===== src/rtl/sram_port_arbiter_pkg.sv =====
// Shared types and constants for the IF / data SRAM port arbiter.
package sram_port_arbiter_pkg;

  typedef enum logic [1:0] {
    RESP_NONE = 2'b00,
    RESP_INST = 2'b01,
    RESP_DATA = 2'b10
  } resp_sel_e;

  // Bit position of the arbiter's entry in the CTRL stall-request vector.
  localparam int unsigned ARB_STALL = 1;

  function automatic int unsigned starve_w(input int unsigned max_starve);
    return (max_starve == 0) ? 1 : $clog2(max_starve + 1);
  endfunction

endpackage


===== src/rtl/sram_port_arbiter_if.sv =====
// Requester and SRAM-side signals of the arbiter, bundled with role modports.
interface sram_port_arbiter_if #(
    parameter int unsigned ADDR_W = 32,
    parameter int unsigned DATA_W = 32
);
    logic              i_req;
    logic [ADDR_W-1:0] i_addr;
    logic              i_gnt;
    logic              i_rvalid;
    logic [DATA_W-1:0] i_rdata;
    logic              d_req;
    logic [3:0]        d_wen;
    logic [ADDR_W-1:0] d_addr;
    logic [DATA_W-1:0] d_wdata;
    logic              d_gnt;
    logic              d_rvalid;
    logic [DATA_W-1:0] d_rdata;
    logic              mem_en;
    logic [3:0]        mem_wen;
    logic [ADDR_W-1:0] mem_addr;
    logic [DATA_W-1:0] mem_wdata;
    logic [DATA_W-1:0] mem_rdata;
    logic              stallreq_for_arb;

    modport slave (
        input  i_req, i_addr, d_req, d_wen, d_addr, d_wdata, mem_rdata,
        output i_gnt, i_rvalid, i_rdata, d_gnt, d_rvalid, d_rdata,
               mem_en, mem_wen, mem_addr, mem_wdata, stallreq_for_arb
    );

    modport master (
        output i_req, i_addr, d_req, d_wen, d_addr, d_wdata, mem_rdata,
        input  i_gnt, i_rvalid, i_rdata, d_gnt, d_rvalid, d_rdata,
               mem_en, mem_wen, mem_addr, mem_wdata, stallreq_for_arb
    );
endinterface


===== src/rtl/sram_port_arbiter_arb_rsp_hold.sv =====
// Per-requester response stage: live SRAM data on the response cycle, held copy otherwise.
module arb_rsp_hold #(
    parameter int unsigned DATA_W = 32
) (
    input  logic              clk,
    input  logic              rst,
    input  logic              sel_match,
    input  logic [DATA_W-1:0] mem_rdata,
    output logic              rvalid,
    output logic [DATA_W-1:0] rdata
);
    logic [DATA_W-1:0] hold_q, hold_d;

    always_comb begin
        hold_d = sel_match ? mem_rdata : hold_q;
    end

    always_ff @(posedge clk or posedge rst) begin
        if (rst) hold_q <= '0;
        else     hold_q <= hold_d;
    end

    assign rvalid = sel_match;
    assign rdata  = sel_match ? mem_rdata : hold_q;
endmodule


===== src/rtl/sram_port_arbiter.sv =====
// Single-port SRAM arbiter: data-priority grant with an IF starvation guard.
module sram_port_arbiter
    import sram_port_arbiter_pkg::*;
#(
    parameter int unsigned ADDR_W     = 32,
    parameter int unsigned DATA_W     = 32,
    parameter int unsigned MAX_STARVE = 4
) (
    input  logic               clk,
    input  logic               rst,
    sram_port_arbiter_if.slave bus
);
    localparam int unsigned   SW         = starve_w(MAX_STARVE);
    localparam logic [SW-1:0] STARVE_MAX = SW'(MAX_STARVE);

    logic [SW-1:0] starve_cnt_q, starve_cnt_d;
    resp_sel_e     resp_sel_q, resp_sel_d;
    logic          i_gnt, d_gnt;

    // Grants are forced low during reset so every output is 0 without a clock edge.
    always_comb begin
        i_gnt = 1'b0;
        d_gnt = 1'b0;
        if (!rst) begin
            if (bus.i_req && bus.d_req) begin
                if (starve_cnt_q >= STARVE_MAX) i_gnt = 1'b1;
                else                            d_gnt = 1'b1;
            end else begin
                i_gnt = bus.i_req;
                d_gnt = bus.d_req;
            end
        end
    end

    assign bus.i_gnt     = i_gnt;
    assign bus.d_gnt     = d_gnt;
    assign bus.mem_en    = i_gnt | d_gnt;
    assign bus.mem_wen   = d_gnt ? bus.d_wen : '0;
    assign bus.mem_addr  = i_gnt ? bus.i_addr : (d_gnt ? bus.d_addr : '0);
    assign bus.mem_wdata = d_gnt ? bus.d_wdata : '0;
    assign bus.stallreq_for_arb = ~rst & ((bus.i_req & ~i_gnt) | (bus.d_req & ~d_gnt));

    always_comb begin
        starve_cnt_d = starve_cnt_q;
        if (!bus.i_req || i_gnt)
            starve_cnt_d = '0;
        else if (d_gnt && (starve_cnt_q != STARVE_MAX))
            starve_cnt_d = starve_cnt_q + 1'b1;
    end

    always_comb begin
        resp_sel_d = RESP_NONE;
        if (i_gnt)                          resp_sel_d = RESP_INST;
        else if (d_gnt && bus.d_wen == '0)  resp_sel_d = RESP_DATA;
    end

    always_ff @(posedge clk or posedge rst) begin
        if (rst) begin
            starve_cnt_q <= '0;
            resp_sel_q   <= RESP_NONE;
        end else begin
            starve_cnt_q <= starve_cnt_d;
            resp_sel_q   <= resp_sel_d;
        end
    end

    arb_rsp_hold #(.DATA_W(DATA_W)) u_inst_rsp (
        .clk       (clk),
        .rst       (rst),
        .sel_match (resp_sel_q == RESP_INST),
        .mem_rdata (bus.mem_rdata),
        .rvalid    (bus.i_rvalid),
        .rdata     (bus.i_rdata)
    );

    arb_rsp_hold #(.DATA_W(DATA_W)) u_data_rsp (
        .clk       (clk),
        .rst       (rst),
        .sel_match (resp_sel_q == RESP_DATA),
        .mem_rdata (bus.mem_rdata),
        .rvalid    (bus.d_rvalid),
        .rdata     (bus.d_rdata)
    );
endmodule


===== src/flat_wrapper.sv =====
// flat-port wrapper written by rule: the top's interface ports become plain ports
module sram_port_arbiter_flat import sram_port_arbiter_pkg::*;
#(
    parameter int unsigned ADDR_W     = 32,
    parameter int unsigned DATA_W     = 32,
    parameter int unsigned MAX_STARVE = 4
)
  (clk, rst, bus_i_req, bus_i_addr, bus_d_req, bus_d_wen, bus_d_addr, bus_d_wdata, bus_mem_rdata, bus_i_gnt, bus_i_rvalid, bus_i_rdata, bus_d_gnt, bus_d_rvalid, bus_d_rdata, bus_mem_en, bus_mem_wen, bus_mem_addr, bus_mem_wdata, bus_stallreq_for_arb);
  sram_port_arbiter_if #(.ADDR_W(ADDR_W), .DATA_W(DATA_W)) bus_i ();
  input  logic clk;
  input  logic rst;
  input wire logic [$bits(bus_i.i_req)-1:0] bus_i_req;
  input wire logic [$bits(bus_i.i_addr)-1:0] bus_i_addr;
  input wire logic [$bits(bus_i.d_req)-1:0] bus_d_req;
  input wire logic [$bits(bus_i.d_wen)-1:0] bus_d_wen;
  input wire logic [$bits(bus_i.d_addr)-1:0] bus_d_addr;
  input wire logic [$bits(bus_i.d_wdata)-1:0] bus_d_wdata;
  input wire logic [$bits(bus_i.mem_rdata)-1:0] bus_mem_rdata;
  output wire logic [$bits(bus_i.i_gnt)-1:0] bus_i_gnt;
  output wire logic [$bits(bus_i.i_rvalid)-1:0] bus_i_rvalid;
  output wire logic [$bits(bus_i.i_rdata)-1:0] bus_i_rdata;
  output wire logic [$bits(bus_i.d_gnt)-1:0] bus_d_gnt;
  output wire logic [$bits(bus_i.d_rvalid)-1:0] bus_d_rvalid;
  output wire logic [$bits(bus_i.d_rdata)-1:0] bus_d_rdata;
  output wire logic [$bits(bus_i.mem_en)-1:0] bus_mem_en;
  output wire logic [$bits(bus_i.mem_wen)-1:0] bus_mem_wen;
  output wire logic [$bits(bus_i.mem_addr)-1:0] bus_mem_addr;
  output wire logic [$bits(bus_i.mem_wdata)-1:0] bus_mem_wdata;
  output wire logic [$bits(bus_i.stallreq_for_arb)-1:0] bus_stallreq_for_arb;
  assign bus_i.i_req = bus_i_req;
  assign bus_i.i_addr = bus_i_addr;
  assign bus_i.d_req = bus_d_req;
  assign bus_i.d_wen = bus_d_wen;
  assign bus_i.d_addr = bus_d_addr;
  assign bus_i.d_wdata = bus_d_wdata;
  assign bus_i.mem_rdata = bus_mem_rdata;
  assign bus_i_gnt = bus_i.i_gnt;
  assign bus_i_rvalid = bus_i.i_rvalid;
  assign bus_i_rdata = bus_i.i_rdata;
  assign bus_d_gnt = bus_i.d_gnt;
  assign bus_d_rvalid = bus_i.d_rvalid;
  assign bus_d_rdata = bus_i.d_rdata;
  assign bus_mem_en = bus_i.mem_en;
  assign bus_mem_wen = bus_i.mem_wen;
  assign bus_mem_addr = bus_i.mem_addr;
  assign bus_mem_wdata = bus_i.mem_wdata;
  assign bus_stallreq_for_arb = bus_i.stallreq_for_arb;
  sram_port_arbiter #(.ADDR_W(ADDR_W), .DATA_W(DATA_W), .MAX_STARVE(MAX_STARVE)) u_core (.clk(clk), .rst(rst), .bus(bus_i));
endmodule

===== config.mk =====
export PLATFORM = sky130hd
export DESIGN_NAME = sram_port_arbiter_flat
export DESIGN_NICKNAME = d
export VERILOG_FILES = /design/src/rtl/sram_port_arbiter_pkg.sv /design/src/rtl/sram_port_arbiter_if.sv /design/src/rtl/sram_port_arbiter_arb_rsp_hold.sv /design/src/rtl/sram_port_arbiter.sv /design/src/flat_wrapper.sv
export SDC_FILE = /design/constraint.sdc
export NUM_CORES = 1
export LEC_CHECK = 0
export CAP_MARGIN = 10
export CORE_AREA = 2 2 108 110
export CTS_BUF_LIST = sky130_fd_sc_hd__clkbuf_4
export CTS_CLUSTER_DIAMETER = 50
export DETAILED_ROUTE_END_ITERATION = 10
export DIE_AREA = 0 0 110 112
export GPL_TIMING_DRIVEN = 0
export PLACE_DENSITY = 0.86
export SETUP_SLACK_MARGIN = 0.15
export SLEW_MARGIN = 20
export SYNTH_ARGS = -nofsm -noshare
export SYNTH_HDL_FRONTEND = slang
export SYNTH_HIERARCHICAL = 1
export SYNTH_SLANG_ARGS = --single-unit

===== constraint.sdc =====
create_clock -name clk -period 2.85 [get_ports clk]
set_input_delay 0.285 -clock clk [delete_from_list [all_inputs] [get_ports clk]]
set_output_delay 0.285 -clock clk [all_outputs]
set_load 0.05 [all_outputs]

# == After elaboration in Yosys (flattened, before gate mapping) ==
# Index checks and enable logic that the tools add are counted.
# totals
register_bits,69
input_bits,136
output_inout_bits,138
word_cells,40
# op_classes
n_addsub,1
n_lt_le_gt_ge,1
n_eq_ne,3
mux,16
bitwise,8
n_reduce_logical,7
# op_table
operator,count
32-bit 2-to-1 mux,5
1-bit 2-to-1 mux,6
3-bit 2-to-1 mux,2
4-bit zero test,1
2-bit 2-to-1 mux,2
4-bit 2-to-1 mux,1
3-bit by 1-bit adder with 3-bit output (second input constant),1
1-bit bitwise AND,3
3-bit >= comparator (second input constant),1
1-bit logical AND,3
3-bit inequality test (second input constant),1
1-bit inverter,3
2-bit by 1-bit == test with 1-bit output (second input constant),1
2-bit == test (second input constant),1
1-bit OR,2
2-bit nonzero test,1
1-bit zero test,1
1-bit logical OR,1

# == Depth between registers and ports, before layout ==
# Gate-level depths: netlist of run 1.
# logic_depth
depth_word,8
mapped_depth,5
depth_no_buf,4

# == Modules after synthesis ==
# The synthesis of run 1 kept the hierarchy.
# by_module_without_submodules
mod,instances,cells_per_inst,area_each_um2,seq_area_each_um2
arb_rsp_hold,2,70,1356.3,800.8
sram_port_arbiter,1,106,942.2,125.1

# == Worst setup path after synthesis of run 1 ==
# No wires, ideal clock.
# synth_timing
path_type,reg-to-output
startpoint,register u_core.starve_cnt_q[2]
endpoint,output bus_mem_addr[29]
arrival_time_ns,1.470
t_required_ns,2.565
path_slack_ns,1.095
path_stages_with_launch,6
n_path_buf,2
path_cell_list,dfrtp_1 nand2b_1 and3_1 buf_2 buf_6 a22o_1
# synth_via
elab_cells_between_ends,9
classes_between,order compare: 1; mux: 8
# synth_rtl
element,line_no,text
start: declaration,sram_port_arbiter.sv:16,"logic [SW-1:0] starve_cnt_q, starve_cnt_d;"
start signal: assignment,sram_port_arbiter.sv:62,starve_cnt_q <= starve_cnt_d;
3-bit >= comparator,sram_port_arbiter.sv:26,if (starve_cnt_q >= STARVE_MAX) i_gnt = 1'b1;
1-bit 2-to-1 mux,sram_port_arbiter.sv:26,
1-bit 2-to-1 mux,sram_port_arbiter.sv:25,if (bus.i_req && bus.d_req) begin
1-bit 2-to-1 mux,sram_port_arbiter.sv:24,if (!rst) begin
named net bus_i_gnt,flat_wrapper.sv:19,output wire logic [$bits(bus_i.i_gnt)-1:0] bus_i_gnt;
32-bit 2-to-1 mux,sram_port_arbiter.sv:39,assign bus.mem_addr = i_gnt ? bus.i_addr : (d_gnt ? bus.d_addr : '0);
end: declaration,flat_wrapper.sv:27,output wire logic [$bits(bus_i.mem_addr)-1:0] bus_mem_addr;
# The timed path passes the listed nets, and every way through them passes these cells.

# == Final worst setup path of run 1 ==
# layout_timing
startpoint,input rst
endpoint,output bus_mem_addr[6]
# layout_via
elab_chain_cells,3
elab_cells_between_ends,4
classes_between,mux: 4
# layout_rtl
element,line_no,text
start: declaration,flat_wrapper.sv:11,input logic rst;
1-bit 2-to-1 mux,sram_port_arbiter.sv:24,
32-bit 2-to-1 mux,sram_port_arbiter.sv:39,
32-bit 2-to-1 mux (*),sram_port_arbiter.sv:39,
# Mark *: on every way between the ends. The rest lies on a longest branch, timed or not.

==> results.json, run 1 <==
{
  "p_clk_frac": 0.197,
  "dpl.cell_count": 662,
  "power_frac_seq": 0.312,
  "p_leak_uw": 0.003567,
  "gp_congestion": 0.8271,
  "final_antenna_net_count": 0,
  "slew_viol_final": 0,
  "grt_max_degree": 33,
  "hp-class": "in -> async",
  "port_buffers": 273,
  "firstDrtPassIters": 4,
  "drv_cap": 0,
  "hold_buffers": 0,
  "yosysWarnings": 6,
  "netlist_area_um2": 3655,
  "antenna_found_initial": 0,
  "coreArea_um2": 11170,
  "sw_frac_of_total": 0.4091,
  "post-route-period-util": 0.9033,
  "min_period_ns": 2.574,
  "critPathTopFamily": "buffers and inverters",
  "worstSkewPairLatency_ns": 0.42,
  "required_ns": 2.57,
  "route.vias.total": 3081,
  "grt_usage": 0.1957,
  "syn_inst": 246,
  "n_antenna_cell": 0,
  "pin_count": 274,
  "die_area_um2": 12320,
  "clk_pin_slew_ns": 0.12,
  "dieWidth_um": 110,
  "critPathMaxStageDelay_ns": 0.58,
  "pwr-share-comb": 0.491,
  "clock-sinks": 69,
  "viasPerCell": 4.544,
  "yosysTopAreaCell": "dfrtp_1",
  "die_h_um": 112,
  "wire_per_inst_um": 18.71,
  "power_uw": 3859,
  "max_slew_margin": 0.4936,
  "yosys_register_bits": 69,
  "crit_cells": 6,
  "r2r_cells": 4,
  "numCtsBuffers": 9,
  "setup_viol": 0,
  "syn2layout_area_growth_pct": 85.11,
  "clock.fmax_ghz": 0.3884,
  "crit_path_max_fanout": 10,
  "first_global_vias": 3290,
  "postCtsResizedCells": 178,
  "drive_above_1_share": 0.3832,
  "avgSynthCellArea_um2": 14.86,
  "layoutNonFillerInstCount": 678,
  "ir_drop_uv": 336.0,
  "cts_tree": "done",
  "drt_wl_total_um": 12690,
  "yosys.area.top_type_share": 0.4724,
  "dp_hpwl_um": 9980,
  "crit_chain": "clkdlybuf4s50_1 > nor2b_2 > a21boi_4 > buf_6 > a22o_2 > clkdlybuf4s15_2",
  "synth_area_leaders": "dfrtp_1 47%, mux2_4 25%, a22o_2 8.2%, and2_1 6.3%, buf_6 3.7%",
  "fin_skew_ns": 0.01842,
  "setup_tns_ns": 0,
  "path_class": "in -> out",
  "synthesis.nets": 383,
  "cts_buffer_depth": 2,
  "clockRootBuffer": "clkbuf_4",
  "row_count": 39,
  "status": "completed",
  "drc": 0,
  "initial_utilization": 0.3271,
  "h-tree-depth": 3,
  "intPower_uw": 2281,
  "nets": 667,
  "overflow": 0,
  "drt_iter0_markers": 130,
  "rsz0062_at_grt": "false",
  "ys_types": 26,
  "grt_pass1_wl_um": 18130,
  "finalHoldViolCount": 0,
  "cp-end-kind": "output port",
  "crit_buf_inv": 3,
  "critPathSlowestCell": "clkdlybuf4s50_1",
  "cp-start-kind": "primary input",
  "switchingPower_uw": 1579,
  "crit_arrival_ns": 2.29,
  "ys_seq_area_frac": 0.4724,
  "power_density_nw_per_um2": 570.4,
  "postCtsSetupRepairBufs": 0,
  "tightestPinTransition_ns": 0.7586
}
==> cell families (layout without fill, tap and decap cells) <==
logic type,count (synthesis),count (layout),share of synthesized area
adder cells (fa/ha/maj),1,1,0.003423
multiplexers,64,64,0.2588
buffers and inverters,24,313,0.07840
AND/OR/NAND/NOR,52,52,0.08935
AO/OA/AOI/OAI,36,36,0.09757
flip-flops,69,69,0.4724
==> final cells by class <==
class | count | area (µm²)
plain buffers | 21 | 275.3
clock buffers | 9 | 67.56
clock inverters | 7 | 105.1
fillers | 857 | 4409
inverters | 3 | 11.26
multi-input cells | 153 | 1642
flip-flops and latches | 69 | 1727
well taps | 143 | 178.9
repair buffers | 273 | 2759
==> metal layers <==
metal  global-route usage  share of wire
met1               0.2035           0.36
met2               0.3746           0.56
met3              0.04567          0.064
met4              0.06414          0.025
met5                    0              0
==> power groups by stage <==
stage                     registers, µW  clock network, µW  logic (µW)
after floorplan                    1200                  0        1270
after global placement             1210                  0        1930
after detailed placement           1220                  0        1950
after CTS                          1200                785        1930
after global routing               1220                827        1960
final                              1200                759        1900
==> synthesized netlist by cell type <==
master / number
a21boi_0: 1
a21boi_4: 1
a21oi_1: 1
a22o_1: 2
a22o_2: 30
a22oi_1: 1
and2_1: 37
and2_2: 1
and3_1: 1
and4bb_2: 1
buf_12: 6
buf_2: 1
buf_4: 2
buf_6: 12
dfrtp_1: 69
ha_1: 1
inv_1: 3
mux2_2: 4
mux2_4: 60
nand2_1: 1
nand2b_1: 1
nand3b_1: 1
nor2_1: 3
nor2b_1: 4
nor2b_2: 1
nor4_1: 1
==> state kept, by name, summed over array words and instances, names as in the netlist <==
signal and flops:
u_core/u_data_rsp/hold_q 32, u_core/resp_sel_q 2, u_core/u_inst_rsp/hold_q 32, u_core/starve_cnt_q 3
==> worst paths after layout <==
kind	from	to	slack, ns
max	rst	bus_mem_addr[6]	0.28
min	rst	u_core/resp_sel_q[1]	0.34
max reg2reg	u_core/resp_sel_q[0]	u_core/u_data_rsp/hold_q[20]	1.50
min reg2reg	u_core/u_inst_rsp/hold_q[0]	u_core/u_inst_rsp/hold_q[0]	0.50
max in group asynchronous	rst	u_core/u_data_rsp/hold_q[6]	1.79
min in group clk	u_core/u_inst_rsp/hold_q[0]	u_core/u_inst_rsp/hold_q[0]	0.50
==> metrics by stage <==
step	util	hold slack [ns]	worst slack (ns)	cell area, µm²
final	0.6054	0.3371	0.2756	6765
after global routing	0.6054	0.3410	0.1672	6765
after CTS	0.6062	0.3039	0.05536	6774
after detailed placement	0.5876	0.4773	-0.2045	6566
after global placement	0.5876	0.4752	-0.1235	6566
after floorplan	-	0.06865	1.095	3655
==> cell usage in the layout (no fill, tap or decap), drive strengths merged, types with 21 or more instances in the layout <==
cell and count:
a22o 32, and2 38, buf 21, dfrtp 69
clkdlybuf4s50 143, mux2 64, dlymetal6s2s 55, clkbuf 39
clkdlybuf4s15 38
No activity file was read; power rests on OpenSTA's default activity.
==> run 2, diff against run 1 <==
--- a/config.mk
+++ b/config.mk
@@ -13,6 +13,7 @@
 export DIE_AREA = 0 0 110 112
 export GPL_TIMING_DRIVEN = 0
 export PLACE_DENSITY = 0.86
+export REMOVE_ABC_BUFFERS = 1
 export SETUP_SLACK_MARGIN = 0.15
 export SLEW_MARGIN = 20
 export SYNTH_ARGS = -nofsm -noshare
==> run 2 against run 1 <==
Clock power shrank 18%. Sequential power is essentially flat. Register-to-register slack lost 0.02 ns. Fmax shrank 0.36%. Sequential cell count is the same. Clock skew shrank 0.0055 ns. Clock-buffer cell count is the same.
==> results.json, run 2 (same netlist as run 1, synthesis figures left out) <==
{
  "nets": 656,
  "p_leak_uw": 0.003355,
  "numCtsBuffers": 9,
  "power_frac_seq": 0.323,
  "crit_arrival_ns": 2.30,
  "drive_above_1_share": 0.3130,
  "route.vias.total": 3093,
  "final_cell_mix": "169 x clkdlybuf4s50_1, 69 x dfrtp_1, 60 x mux2_4",
  "worstSkewPairLatency_ns": 0.40,
  "n_antenna_cell": 0,
  "finalHoldViolCount": 0,
  "grt_max_degree": 37,
  "row_count": 39,
  "syn2layout_area_growth_pct": 81.48,
  "layout_commonest_cell": "clkdlybuf4s50_1",
  "die_area_um2": 12320,
  "pin_count": 274,
  "wire_per_inst_um": 18.42,
  "clock.fmax_ghz": 0.3870,
  "clockRootBuffer": "clkbuf_4",
  "first_global_vias": 3262,
  "status": "completed",
  "port_buffers": 273,
  "cp-start-kind": "primary input",
  "clock-sinks": 69,
  "switchingPower_uw": 1530,
  "drt_iter0_markers": 126,
  "h-tree-depth": 3,
  "die_h_um": 112,
  "grt_pass1_wl_um": 17840,
  "layout_setup_ws_ns": 0.2663,
  "dieWidth_um": 110,
  "crit_path_max_fanout": 36,
  "intPower_uw": 2180,
  "ir_drop_uv": 323.4,
  "fin_skew_ns": 0.01288,
  "initial_utilization": 0.3271,
  "cts_buffer_depth": 2,
  "reg.largest.list": "u_core/u_data_rsp/hold_q (32), u_core/u_inst_rsp/hold_q (32), u_core/starve_cnt_q (3)",
  "firstDrtPassIters": 4,
  "dp_hpwl_um": 9830,
  "setup_viol": 0,
  "hp-class": "in -> async",
  "rsz0062_at_grt": "false",
  "post-route-period-util": 0.9066,
  "drt_wl_total_um": 12280,
  "viasPerCell": 4.637,
  "slew_viol_final": 0,
  "overflow": 0,
  "power_uw": 3711,
  "drv_cap": 0,
  "antenna_found_initial": 0,
  "path_class": "in -> out",
  "gp_congestion": 0.8919,
  "required_ns": 2.57,
  "coreArea_um2": 11170,
  "min_period_ns": 2.584,
  "r2r_slack_ns": 1.48,
  "power_density_nw_per_um2": 559.5,
  "p_clk_frac": 0.168,
  "clk_pin_slew_ns": 0.10,
  "place_ws_ns": -0.7148,
  "max_slew_margin": 0.5147,
  "final_antenna_net_count": 0,
  "cp-end-kind": "output port",
  "drc": 0,
  "pwr-share-comb": 0.508,
  "tightestPinTransition_ns": 0.7268,
  "cts_tree": "done",
  "grt_usage": 0.1929,
  "sw_frac_of_total": 0.4124
}
## run 2: layout make-up
class                           instances  area, µm²
Clock buffer                            9      67.56
Tap cell                              143      178.9
Timing Repair Buffer                  282       2905
Inverter                                3      11.26
Fill cell                             923       4542
Clock inverter                          7      73.82
Sequential cell                        69       1727
Multi-Input combinational cell        154       1669
## run 2: critical path: stages
cell	delay (ns)
clkdlybuf4s50_1	0.57
nor2b_2	0.24
a21boi_4	0.25
buf_16	0.20
buf_16	0.19
a22o_2	0.17
clkdlybuf4s15_2	0.38
## run 2: power by group through the flow
stage,sequential (µW),combinational [µW],clock [µW]
floorplan,1200,1240,0
global placement,1210,1900,0
detailed placement,1220,1940,0
CTS,1200,1910,656
global route,1220,1960,705
finish,1200,1890,624
## run 2: path summary, 6_finish.rpt
kind / startpoint / endpoint / cells after the start
worst max register to register: u_core/resp_sel_q[1] / u_core/u_data_rsp/hold_q[30] / 3
max in group asynchronous: rst / u_core/u_inst_rsp/hold_q[20] / 2
worst min register to register: u_core/u_data_rsp/hold_q[22] / u_core/u_data_rsp/hold_q[22] / 1
worst min-delay path: rst / u_core/starve_cnt_q[2] / 2
worst max-delay path: rst / bus_mem_addr[10] / 7
min in group clk: u_core/u_data_rsp/hold_q[22] / u_core/u_data_rsp/hold_q[22] / 1
## run 2: routing by layer
metal | routed length [µm] | GRT usage
met4 | 380 | 0.07848
met1 | 4118 | 0.1980
met2 | 6600 | 0.3472
met3 | 1185 | 0.07026
met5 | 0 | 0
## run 2: stage by stage
step / cells / hold WS, ns / setup TNS, ns / utilization / instance area [µm²]
6_report: 667 / 0.3574 / 0 / 0.5936 / 6633
5_1_grt: 667 / 0.3567 / 0 / 0.5936 / 6633
4_1_cts: 666 / 0.2996 / 0 / 0.5915 / 6610
3_5_place_dp: 647 / 0.4792 / -23.80 / 0.5784 / 6464
3_3_place_gp: 641 / 0.4756 / -284.96 / 0.5630 / 6291
2_1_floorplan: 225 / 0.06865 / -158.80 / - / 3379
## run 2: what timing repair did
action	CTS	global route
hold buffers	0	0
resized for setup	134	43
gates cloned	0	1
endpoints found under the setup margin	132	52
buffers inserted	3	0
pin swaps	0	1
endpoints found under the hold margin	0	0
==> run 3, diff against run 2 <==
--- a/config.mk
+++ b/config.mk
@@ -6,11 +6,11 @@
 export NUM_CORES = 1
 export LEC_CHECK = 0
 export CAP_MARGIN = 10
-export CORE_AREA = 2 2 108 110
+export CORE_AREA = 2 2 105 107
 export CTS_BUF_LIST = sky130_fd_sc_hd__clkbuf_4
 export CTS_CLUSTER_DIAMETER = 50
 export DETAILED_ROUTE_END_ITERATION = 10
-export DIE_AREA = 0 0 110 112
+export DIE_AREA = 0 0 107 109
 export GPL_TIMING_DRIVEN = 0
 export PLACE_DENSITY = 0.86
 export REMOVE_ABC_BUFFERS = 1
@@ -18,5 +18,4 @@
 export SLEW_MARGIN = 20
 export SYNTH_ARGS = -nofsm -noshare
 export SYNTH_HDL_FRONTEND = slang
-export SYNTH_HIERARCHICAL = 1
 export SYNTH_SLANG_ARGS = --single-unit
==> run 3 against run 2 <==
Via count fell by 0.87%. Design area is 5.0% lower. Sequential power about the same. Synthesized cell count down 0.81%. Critical path type is now reg -> out. Critical endpoint is now bus_i_rdata[5]. Largest power group unchanged.
==> results.json, run 3 <==
{
  "die_area_um2": 11660,
  "n_antenna_cell": 0,
  "port_buffers": 273,
  "clockRootBuffer": "clkbuf_4",
  "grt_max_degree": 53,
  "stdcell_area_um2": 6302,
  "route.vias.total": 3066,
  "slew_viol_final": 0,
  "final_antenna_net_count": 0,
  "grt_pass1_wl_um": 17290,
  "clk_pin_slew_ns": 0.10,
  "coreArea_um2": 10600,
  "drt_wl_total_um": 11850,
  "min_period_ns": 2.577,
  "layout_commonest_cell": "clkdlybuf4s50_1",
  "grt_usage": 0.1998,
  "crit_path_max_fanout": 10,
  "dieWidth_um": 107,
  "synth-edff-count": 0,
  "switchingPower_uw": 1532,
  "nets": 651,
  "synth_area_leaders": "dfrtp_1 53%, mux2_2 22%, a22o_1 8.5%, and2_1 7.1%, buf_6 3.8%",
  "p_leak_uw": 0.002840,
  "firstDrtPassIters": 4,
  "syn_inst": 244,
  "yosys_register_bits": 69,
  "first_global_vias": 3250,
  "sw_frac_of_total": 0.4236,
  "yosysTopAreaCell": "dfrtp_1",
  "clock.fmax_ghz": 0.3880,
  "clock-sinks": 69,
  "required_ns": 2.57,
  "die_h_um": 109,
  "ir_drop_uv": 255.3,
  "hp-class": "in -> async",
  "pin_count": 274,
  "post_dp_cell_area_um2": 6135,
  "cts_tree": "done",
  "crit_arrival_ns": 2.29,
  "final_cell_mix": "146 x clkdlybuf4s50_1, 69 x dfrtp_1, 64 x mux2_2, 64 x dlygate4sd2_1, 48 x clkdlybuf4s15_2",
  "worstSkewPairLatency_ns": 0.42,
  "overflow": 0,
  "cp-end-kind": "output port",
  "drive_above_1_share": 0.2741,
  "fillCellCount": 877,
  "power_frac_seq": 0.334,
  "numCtsBuffers": 9,
  "power_density_nw_per_um2": 573.7,
  "dp_hpwl_um": 9653,
  "fin_skew_ns": 0.007651,
  "setup_viol": 0,
  "power_uw": 3615,
  "h-tree-depth": 3,
  "cp-startpoint": "u_core.resp_sel_q[1]",
  "synth_most_common_cell": "dfrtp_1",
  "intPower_uw": 2084,
  "synth_commonest_cells": "69 x dfrtp_1, 64 x mux2_2, 37 x and2_1",
  "ys_types": 22,
  "row_count": 38,
  "cp-start-kind": "flop",
  "worstReg2RegEnd": "u_core.u_inst_rsp.hold_q[27]",
  "p_clk_frac": 0.172,
  "viasPerCell": 4.660,
  "post-route-period-util": 0.9044,
  "pwr-share-comb": 0.494,
  "avgSynthCellArea_um2": 13.46,
  "async_reset_ff_frac": 1.000,
  "antenna_found_initial": 0,
  "rsz0062_at_grt": "false",
  "wire_per_inst_um": 18.01,
  "yosys.area.top_type_share": 0.5259,
  "drt_iter0_markers": 142,
  "cp-endpoint": "bus_i_rdata[5]",
  "tightestPinTransition_ns": 0.5662,
  "drc": 0,
  "status": "completed",
  "finish.utilization": 0.5944,
  "drv_cap": 0,
  "dominantRegCellSynth": "dfrtp_1",
  "netlist_area_um2": 3283,
  "r2r_cells": 3,
  "setup_tns_ns": 0,
  "r2r_slack_ns": 1.35,
  "finalHoldViolCount": 0,
  "ys_seq_area_frac": 0.5259,
  "cts_buffer_depth": 2,
  "path_class": "reg -> out",
  "initial_utilization": 0.3097,
  "reg.largest.list": "u_core.u_data_rsp.hold_q (32), u_core.u_inst_rsp.hold_q (32), u_core.starve_cnt_q (3)",
  "hold_ws_ns": 0.07143,
  "gp_congestion": 0.9795,
  "yosysWarnings": 0,
  "max_slew_margin": 0.6219,
  "syn2layout_area_growth_pct": 91.96,
  "crit-reg2reg-launch": "u_core.resp_sel_q[1]"
}
[run 3: timing repair]
item | CTS | global route
buffers inserted | 1 | 0
cloned | 0 | 0
hold buffers | 0 | 0
setup endpoints to repair | 116 | 63
pin swaps | 1 | 0
gates resized for setup | 224 | 14
[run 3: area by class of cell]
class | count | area (µm²) | area share
Sequential cell | 69 | 1727 | 0.2740
Clock buffer | 13 | 97.59 | 0.01549
Tap cell | 140 | 175.2 | 0.02779
Timing Repair Buffer | 279 | 2846 | 0.4517
Clock inverter | 2 | 35.03 | 0.005559
Multi-Input combinational cell | 153 | 1388 | 0.2202
Inverter | 2 | 33.78 | 0.005360
[run 3: per-stage QoR]
step	cells	setup slack, ns
2_1_floorplan	224	-0.6561
3_3_place_gp	637	-2.308
3_5_place_dp	642	-0.5713
4_1_cts	658	0.09626
5_1_grt	658	0.1527
6_report	658	0.2726
[run 3: worst max-delay path, cell delays in order (launching register included)]
cell	delay [ns]
dfrtp_1	0.43
nor2b_4	0.34
mux2_2	0.39
clkdlybuf4s50_1	0.71
[run 3: per-layer routing]
layer,vias to the layer above,track usage,wire (µm),part of all wire
met5,-,0,0,0
met4,0,0.1039,350,0.030
met3,27,0.07292,1088,0.092
met2,171,0.3653,6413,0.54
met1,1460,0.1985,3999,0.34
li1,1408,-,-,-
[run 3: kinds of logic (layout without fill, tap and decap cells)]
logic type	after synthesis	in the layout	synth area share
adders and majority gates	1	1	0.003810
DFF	69	69	0.5259
and+or+nand+nor	53	53	0.1033
AOI/OAI and AO/OA	35	35	0.09146
buffers and inverters	22	296	0.05602
muxes	64	64	0.2195
[run 3: power by group through the flow]
stage               registers [µW]  logic [µW]  clock network [µW]
floorplan                     1210        1180                   0
global placement              1210        1870                   0
detailed placement            1230        1910                   0
CTS                           1210        1810                 655
global route                  1230        1860                 699
finish                        1210        1790                 621
[run 3: worst min-delay path by stage]
stage	slack, ns	from	to
final	0.07	rst	u_core.u_inst_rsp.hold_q[0]
after global routing	0.05	rst	u_core.u_data_rsp.hold_q[18]
after CTS	0.42	rst	u_core.starve_cnt_q[1]
after detailed placement	0.48	u_core.u_data_rsp.hold_q[18]	u_core.u_data_rsp.hold_q[18]
after global placement	0.48	u_core.u_data_rsp.hold_q[26]	u_core.u_data_rsp.hold_q[26]
after floorplan	0.42	bus_i_req	u_core.starve_cnt_q[0]
